## src/rtl/ccff_loader_pkg.sv

```systemverilog
// rtl/ccff_loader_pkg.sv - shared types, CRC constants and CRC byte step for the configuration-chain loader
package ccff_loader_pkg;

    typedef enum logic [2:0] {
        S_IDLE,
        S_WAIT_DATA,
        S_SETUP,
        S_PULSE,
        S_HOLD,
        S_DONE,
        S_ERROR
    } state_t;

    localparam logic [15:0] CRC_POLY = 16'h1021;
    localparam logic [15:0] CRC_INIT = 16'hFFFF;

    // One byte of CRC-16-CCITT, data processed MSB first within the byte.
    function automatic logic [15:0] crc16_step(input logic [15:0] crc, input logic [7:0] data);
        logic [15:0] c;
        c = crc ^ {data, 8'h00};
        for (int i = 0; i < 8; i++) begin
            c = c[15] ? ((c << 1) ^ CRC_POLY) : (c << 1);
        end
        return c;
    endfunction

endpackage

```

## src/rtl/ccff_crc16.sv

```systemverilog
// rtl/ccff_crc16.sv - CRC-16-CCITT accumulator over configuration slices
// Ports: clk, resetn (async active-low), init (reload CRC_INIT), enable (absorb data_in),
//        data_in [DATA_W-1:0] (slice, zero-extended to whole bytes, low byte first), crc_out [15:0].
module ccff_crc16
    import ccff_loader_pkg::*;
#(
    parameter int DATA_W = 10
) (
    input  logic              clk,
    input  logic              resetn,
    input  logic              init,
    input  logic              enable,
    input  logic [DATA_W-1:0] data_in,
    output logic [15:0]       crc_out
);

    localparam int NBYTES = (DATA_W + 7) / 8;

    logic [NBYTES*8-1:0] padded;
    logic [15:0]         crc_next;

    // All bytes of a slice are folded in within one cycle; slices arrive at most every 3 cycles.
    always_comb begin
        padded = '0;
        padded[DATA_W-1:0] = data_in;
        crc_next = crc_out;
        for (int b = 0; b < NBYTES; b++) begin
            crc_next = crc16_step(crc_next, padded[b*8 +: 8]);
        end
    end

    always_ff @(posedge clk or negedge resetn) begin
        if (!resetn) begin
            crc_out <= CRC_INIT;
        end else if (init) begin
            crc_out <= CRC_INIT;
        end else if (enable) begin
            crc_out <= crc_next;
        end
    end

endmodule

```

## src/rtl/ccff_loader.sv

```systemverilog
// rtl/ccff_loader.sv - sequences bitstream shifting into the fabric configuration chains
// Ports: clk, global_resetn (async active-low), start (load pulse), cfg_data/cfg_valid/cfg_ready (slice input),
//        ccff_head/prog_clock/fabric_resetn (fabric pins), busy/done/error/shift_count (status),
//        crc_expected [15:0] (only when CCFF_CRC_EN is defined; enables CRC check of the bitstream).
module ccff_loader
    import ccff_loader_pkg::*;
#(
    parameter int NUM_CHAINS = 10,
    parameter int CHAIN_LEN  = 16,
    parameter int RST_HOLD   = 4,
    parameter int CNT_W      = $clog2(CHAIN_LEN + 1)
) (
    input  logic                  clk,
    input  logic                  global_resetn,
    input  logic                  start,
    input  logic [NUM_CHAINS-1:0] cfg_data,
    input  logic                  cfg_valid,
    output logic                  cfg_ready,
    output logic [NUM_CHAINS-1:0] ccff_head,
    output logic                  prog_clock,
    output logic                  fabric_resetn,
    output logic                  busy,
    output logic                  done,
    output logic                  error,
    output logic [CNT_W-1:0]      shift_count
`ifdef CCFF_CRC_EN
    ,
    input  logic [15:0]           crc_expected
`endif
);

    localparam int HOLD_W = $clog2(RST_HOLD + 1);

    state_t              state;
    logic [HOLD_W-1:0]   hold_cnt;
    logic                start_ok;
    logic                accept;
    logic                last_shift;
    logic                crc_ok;

    assign cfg_ready  = (state == S_WAIT_DATA);
    assign accept     = cfg_ready && cfg_valid;
    assign start_ok   = start && ((state == S_IDLE) || (state == S_DONE) || (state == S_ERROR));
    // In PULSE, the count about to be written reaches CHAIN_LEN.
    assign last_shift = (shift_count == CNT_W'(CHAIN_LEN - 1));

`ifdef CCFF_CRC_EN
    logic [15:0] crc_value;

    ccff_crc16 #(
        .DATA_W(NUM_CHAINS)
    ) u_crc (
        .clk    (clk),
        .resetn (global_resetn),
        .init   (start_ok),
        .enable (accept),
        .data_in(cfg_data),
        .crc_out(crc_value)
    );

    assign crc_ok = (crc_value == crc_expected);
`else
    assign crc_ok = 1'b1;
`endif

    always_ff @(posedge clk or negedge global_resetn) begin
        if (!global_resetn) begin
            state         <= S_IDLE;
            hold_cnt      <= '0;
            ccff_head     <= '0;
            prog_clock    <= 1'b0;
            fabric_resetn <= 1'b0;
            busy          <= 1'b0;
            done          <= 1'b0;
            error         <= 1'b0;
            shift_count   <= '0;
        end else begin
            case (state)
                S_IDLE, S_DONE, S_ERROR: begin
                    if (start_ok) begin
                        state         <= S_WAIT_DATA;
                        fabric_resetn <= 1'b0;
                        done          <= 1'b0;
                        error         <= 1'b0;
                        shift_count   <= '0;
                        busy          <= 1'b1;
                        prog_clock    <= 1'b0;
                    end
                end
                S_WAIT_DATA: begin
                    if (accept) begin
                        ccff_head <= cfg_data;
                        state     <= S_SETUP;
                    end
                end
                S_SETUP: begin
                    // Data has been stable for a full cycle before this rising edge.
                    prog_clock <= 1'b1;
                    state      <= S_PULSE;
                end
                S_PULSE: begin
                    prog_clock <= 1'b0;
                    if (shift_count != CNT_W'(CHAIN_LEN)) begin
                        shift_count <= shift_count + 1'b1;
                    end
                    if (last_shift) begin
                        if (crc_ok) begin
                            state    <= S_HOLD;
                            hold_cnt <= '0;
                        end else begin
                            state <= S_ERROR;
                            error <= 1'b1;
                            busy  <= 1'b0;
                        end
                    end else begin
                        state <= S_WAIT_DATA;
                    end
                end
                S_HOLD: begin
                    if (hold_cnt == HOLD_W'(RST_HOLD - 1)) begin
                        fabric_resetn <= 1'b1;
                        done          <= 1'b1;
                        busy          <= 1'b0;
                        state         <= S_DONE;
                    end else begin
                        hold_cnt <= hold_cnt + 1'b1;
                    end
                end
                default: state <= S_IDLE;
            endcase
        end
    end

endmodule

```

## config.mk

```make
export PLATFORM = sky130hd
export DESIGN_NAME = ccff_loader
export DESIGN_NICKNAME = d
export VERILOG_FILES = /design/src/rtl/ccff_loader_pkg.sv /design/src/rtl/ccff_crc16.sv /design/src/rtl/ccff_loader.sv
export SDC_FILE = /design/constraint.sdc
export NUM_CORES = 1
export LEC_CHECK = 0
export CAP_MARGIN = 5
export CORE_MARGIN = 1
export CORE_UTILIZATION = 45
export DETAILED_ROUTE_END_ITERATION = 6
export HOLD_SLACK_MARGIN = 0.1
export PLACE_DENSITY = 0.76
export SYNTH_ARGS = -nofsm -noshare
export SYNTH_HDL_FRONTEND = slang
export SYNTH_HIERARCHICAL = 1
export SYNTH_SLANG_ARGS = --single-unit
```

## constraint.sdc

```tcl
create_clock -name clk -period 4.7 [get_ports clk]
set_clock_uncertainty 0.2 [all_clocks]
set_input_delay 1.41 -clock clk [delete_from_list [all_inputs] [get_ports clk]]
set_output_delay 1.41 -clock clk [all_outputs]
set_load 0.01 [all_outputs]
```

==> qor.txt <==
CP Cell Sequence: inv_2 -> nor3_1 -> clkdlybuf4s50_1
CP required: 3.09 ns
die height: 54.0 um
crit share post-route: 70.9%
mean post-synth cell area: 11.2 sq um
CTS Sinks: 24
Fmax: 300 MHz
Synth area leaders: dfrtp_1 49%, mux2_2 9.2%, ha_1 5.1%
core area: 2520 sq um
wirelength, routed: 2310 um
Max Slew Vio Count: 0
r2r endpoint: ccff_head[2]$_DFFE_PN0P_
total number of vias: 937
Hold WC Path Type: reg -> reg
routed vias/inst: 5.48
status: finished, final reports clean
crit path DAT: 1.72 ns
clock network latency to the later pin of the worst-skew pair: 0.31 ns
crit end category: output port
#FFs+latches synth: 24
drc violations: 0
worst r2r src: state[0]$_DFFE_PN0P_
Final Hold Vio Count: 0
ant diodes: 0
post-synthesis compound-gate area fraction: 14.1%
worst-path maximum fanout: 8
post-synthesis cell count: 109
startpoint types: flip-flop
CTS tree: done
Hold EP: hold_cnt[0]$_DFFE_PN0P_
slowest cell delay on critical path: 0.57 ns
final std cells w/o fill: 171
final non-filler cell area: 1600 sq um
Antenna Nets Post-Route: 0
wire length of the first global-routing pass: 3720 um
met3 wire length: 86 um
gr usage total: 17.9%
largest net degree at the start of global routing: 25
Post-CTS Setup Inserts: 0
TritonCTS buffer count: 3
final RePlAce weighted congestion: 0.841
PD cells: 556 nW/um^2
drt pass-1 iters: 2
hold buffers post-CTS: 0
worst setup path category: reg -> out
Layout fillers: 211
CTS root buf: clkbuf_4
RSZ-0062 raised after global routing: false
Synth cell types: 34
deepest clock path buffer count: 2
Yosys top cell by area: dfrtp_1
GR Overflow Total: 0
Initial Utilization: 48.3%
fin util: 63.5%
register area share after synthesis: 49.3%
Final nets: 161
largest family of logic cells by synthesized area: simple AND/OR/NAND/NOR gates
multiplexer share of the synthesized area: 9.25%
share of layout cells above drive strength 1: 16.3%
Die X: 54.0 um
post-placement cell area: 1550 sq um
area taken by multi-input logic gates: 548 sq um
# resized after CTS: 0
Detail Route met2 WL: 1180 um
Final Setup Violations: 0
synthesis-to-finish area growth: 31.7%
WHS Path Cells: 1
post-layout minimum cycle time: 3.33 ns
DP HPWL: 1770 um
H-tree lvl count: 1
reg2reg path depth: 3
DRT iter0 DRCs: 14
cell row count: 18
drt wl/cell: 13.5 um
Metal-1 WL: 1030 um
commonest non-fill, non-tap cells in the layout: 33 x clkdlybuf4s50_1, 24 x dfrtp_1, 10 x mux2_2, 8 x inv_1, 8 x o21ai_0
top-area cell type share of the netlist area: 49.3%
area share of and/or/nand/nor cells after synthesis: 15.5%
slew margin rel.: 30.8%
vias in the first global route: 876
reg2reg setup slack: 2.69 ns
syn nets: 128
XOR/XNOR share of the synthesized area: 0.719%
IO Count: 35
sequential cell area: 601 sq um
top sig layer: met4
Max VDD drop: 0.000371 V
IO Port Bufs: 33
YS warnings: 6
Synth Cell Area: 1220 sq um
Clock transition at path regs: 0.13 ns
Post-Synth Adder-Cell Area: 5.14%
slowest CP cell: clkdlybuf4s50_1
commonest non-fill, non-tap cell in the layout: clkdlybuf4s50_1
Placed Instances: 167
min-delay src: hold_cnt[0]$_DFFE_PN0P_
DIE AREA: 2920 sq um
leak pwr: 0.691 nW
initial antenna violation count: 0
Fin Setup TNS: 0 ns
maxcap violations: 0
Worst-Margin Slew: 1.03 ns
[kinds of logic after synthesis]
family                     Yosys count
and+or+nand+nor                     32
DFF                                 24
AOI/OAI and AO/OA                   22
buffers and inverters               14
muxes                               10
adders and majority gates            5
other                                1
xor gates and xnor gates             1
[worst max-delay path: cells and delay by family (launching register included)]
kind / cells / cell delay (ns)
and+or+nand+nor: 1 / 0.20
buffers and inverters: 2 / 0.70
DFF: 1 / 0.50
[worst max path at each step]
stage	from	end	cells after the start
6_report	state[0]$_DFFE_PN0P_	cfg_ready	3
5_1_grt	state[0]$_DFFE_PN0P_	cfg_ready	3
4_1_cts	state[0]$_DFFE_PN0P_	cfg_ready	3
3_5_place_dp	cfg_valid	ccff_head[2]$_DFFE_PN0P_	4
3_3_place_gp	cfg_valid	ccff_head[6]$_DFFE_PN0P_	4
2_1_floorplan	start	shift_count[1]$_DFFE_PN0P_	3
[routing by layer]
| metal | vias up | global-route usage [%] |
|---|---|---|
| met2 | 13 | 30.2 |
| met1 | 469 | 21.6 |
| li1 | 453 | - |
| met3 | 2 | 3.39 |
| met5 | - | 0 |
| met4 | 0 | 8.97 |
[synthesized netlist by cell type]
cell type   n
nand2_1     6
ha_1        5
nor3_1      4
nand4bb_1   1
conb_1      1
nand2b_1    2
a32o_1      2
a21o_2      1
nand3b_1    1
and3_1      1
nand3_1     7
a31oi_1     1
a32oi_1     1
and3b_2     1
a21boi_0    1
buf_4       4
o21ai_0     8
nor2b_1     3
a31o_2      1
and2_1      1
dfrtp_1    24
buf_2       1
o22a_2      1
nand4_1     1
mux2_2     10
nor2_1      3
a21bo_2     2
a21oi_1     2
o311a_4     1
inv_2       1
inv_1       8
nor4_4      1
xnor2_1     1
a221o_1     1
[power by group]
group	internal, mW	switching, mW	leakage, nW	total, mW
logic	0.238	0.160	0.366	0.399
clock network	0.0862	0.0614	0.0279	0.148
registers	0.279	0.0667	0.297	0.346
[through the flow]
stage | power (mW) | setup slack [ns] | hold slack, ns
6_report | 0.892 | 1.37 | 0.319
4_1_cts | 0.905 | 1.36 | 0.322
3_3_place_gp | 0.742 | 1.49 | 0.287
3_5_place_dp | 0.755 | 1.48 | 0.295
5_1_grt | 0.955 | 1.27 | 0.338
2_1_floorplan | 0.567 | 2.24 | 0.265
[cell type report]
class                           count  share of cell area [%]
Inverter                            9                    2.11
Timing Repair Buffer               33                    20.6
Clock inverter                      1                    1.87
Sequential cell                    24                    37.5
Multi-Input combinational cell     71                    34.2
Clock buffer                        3                    1.41
Tap cell                           30                    2.34
[sequential cells by signal, summed over array words and instances (netlist names)]
register,count
busy,1
state,3
ccff_head,10
prog_clock,1
shift_count,5
done,1
hold_cnt,3
(Power assumes the default switching activity.)
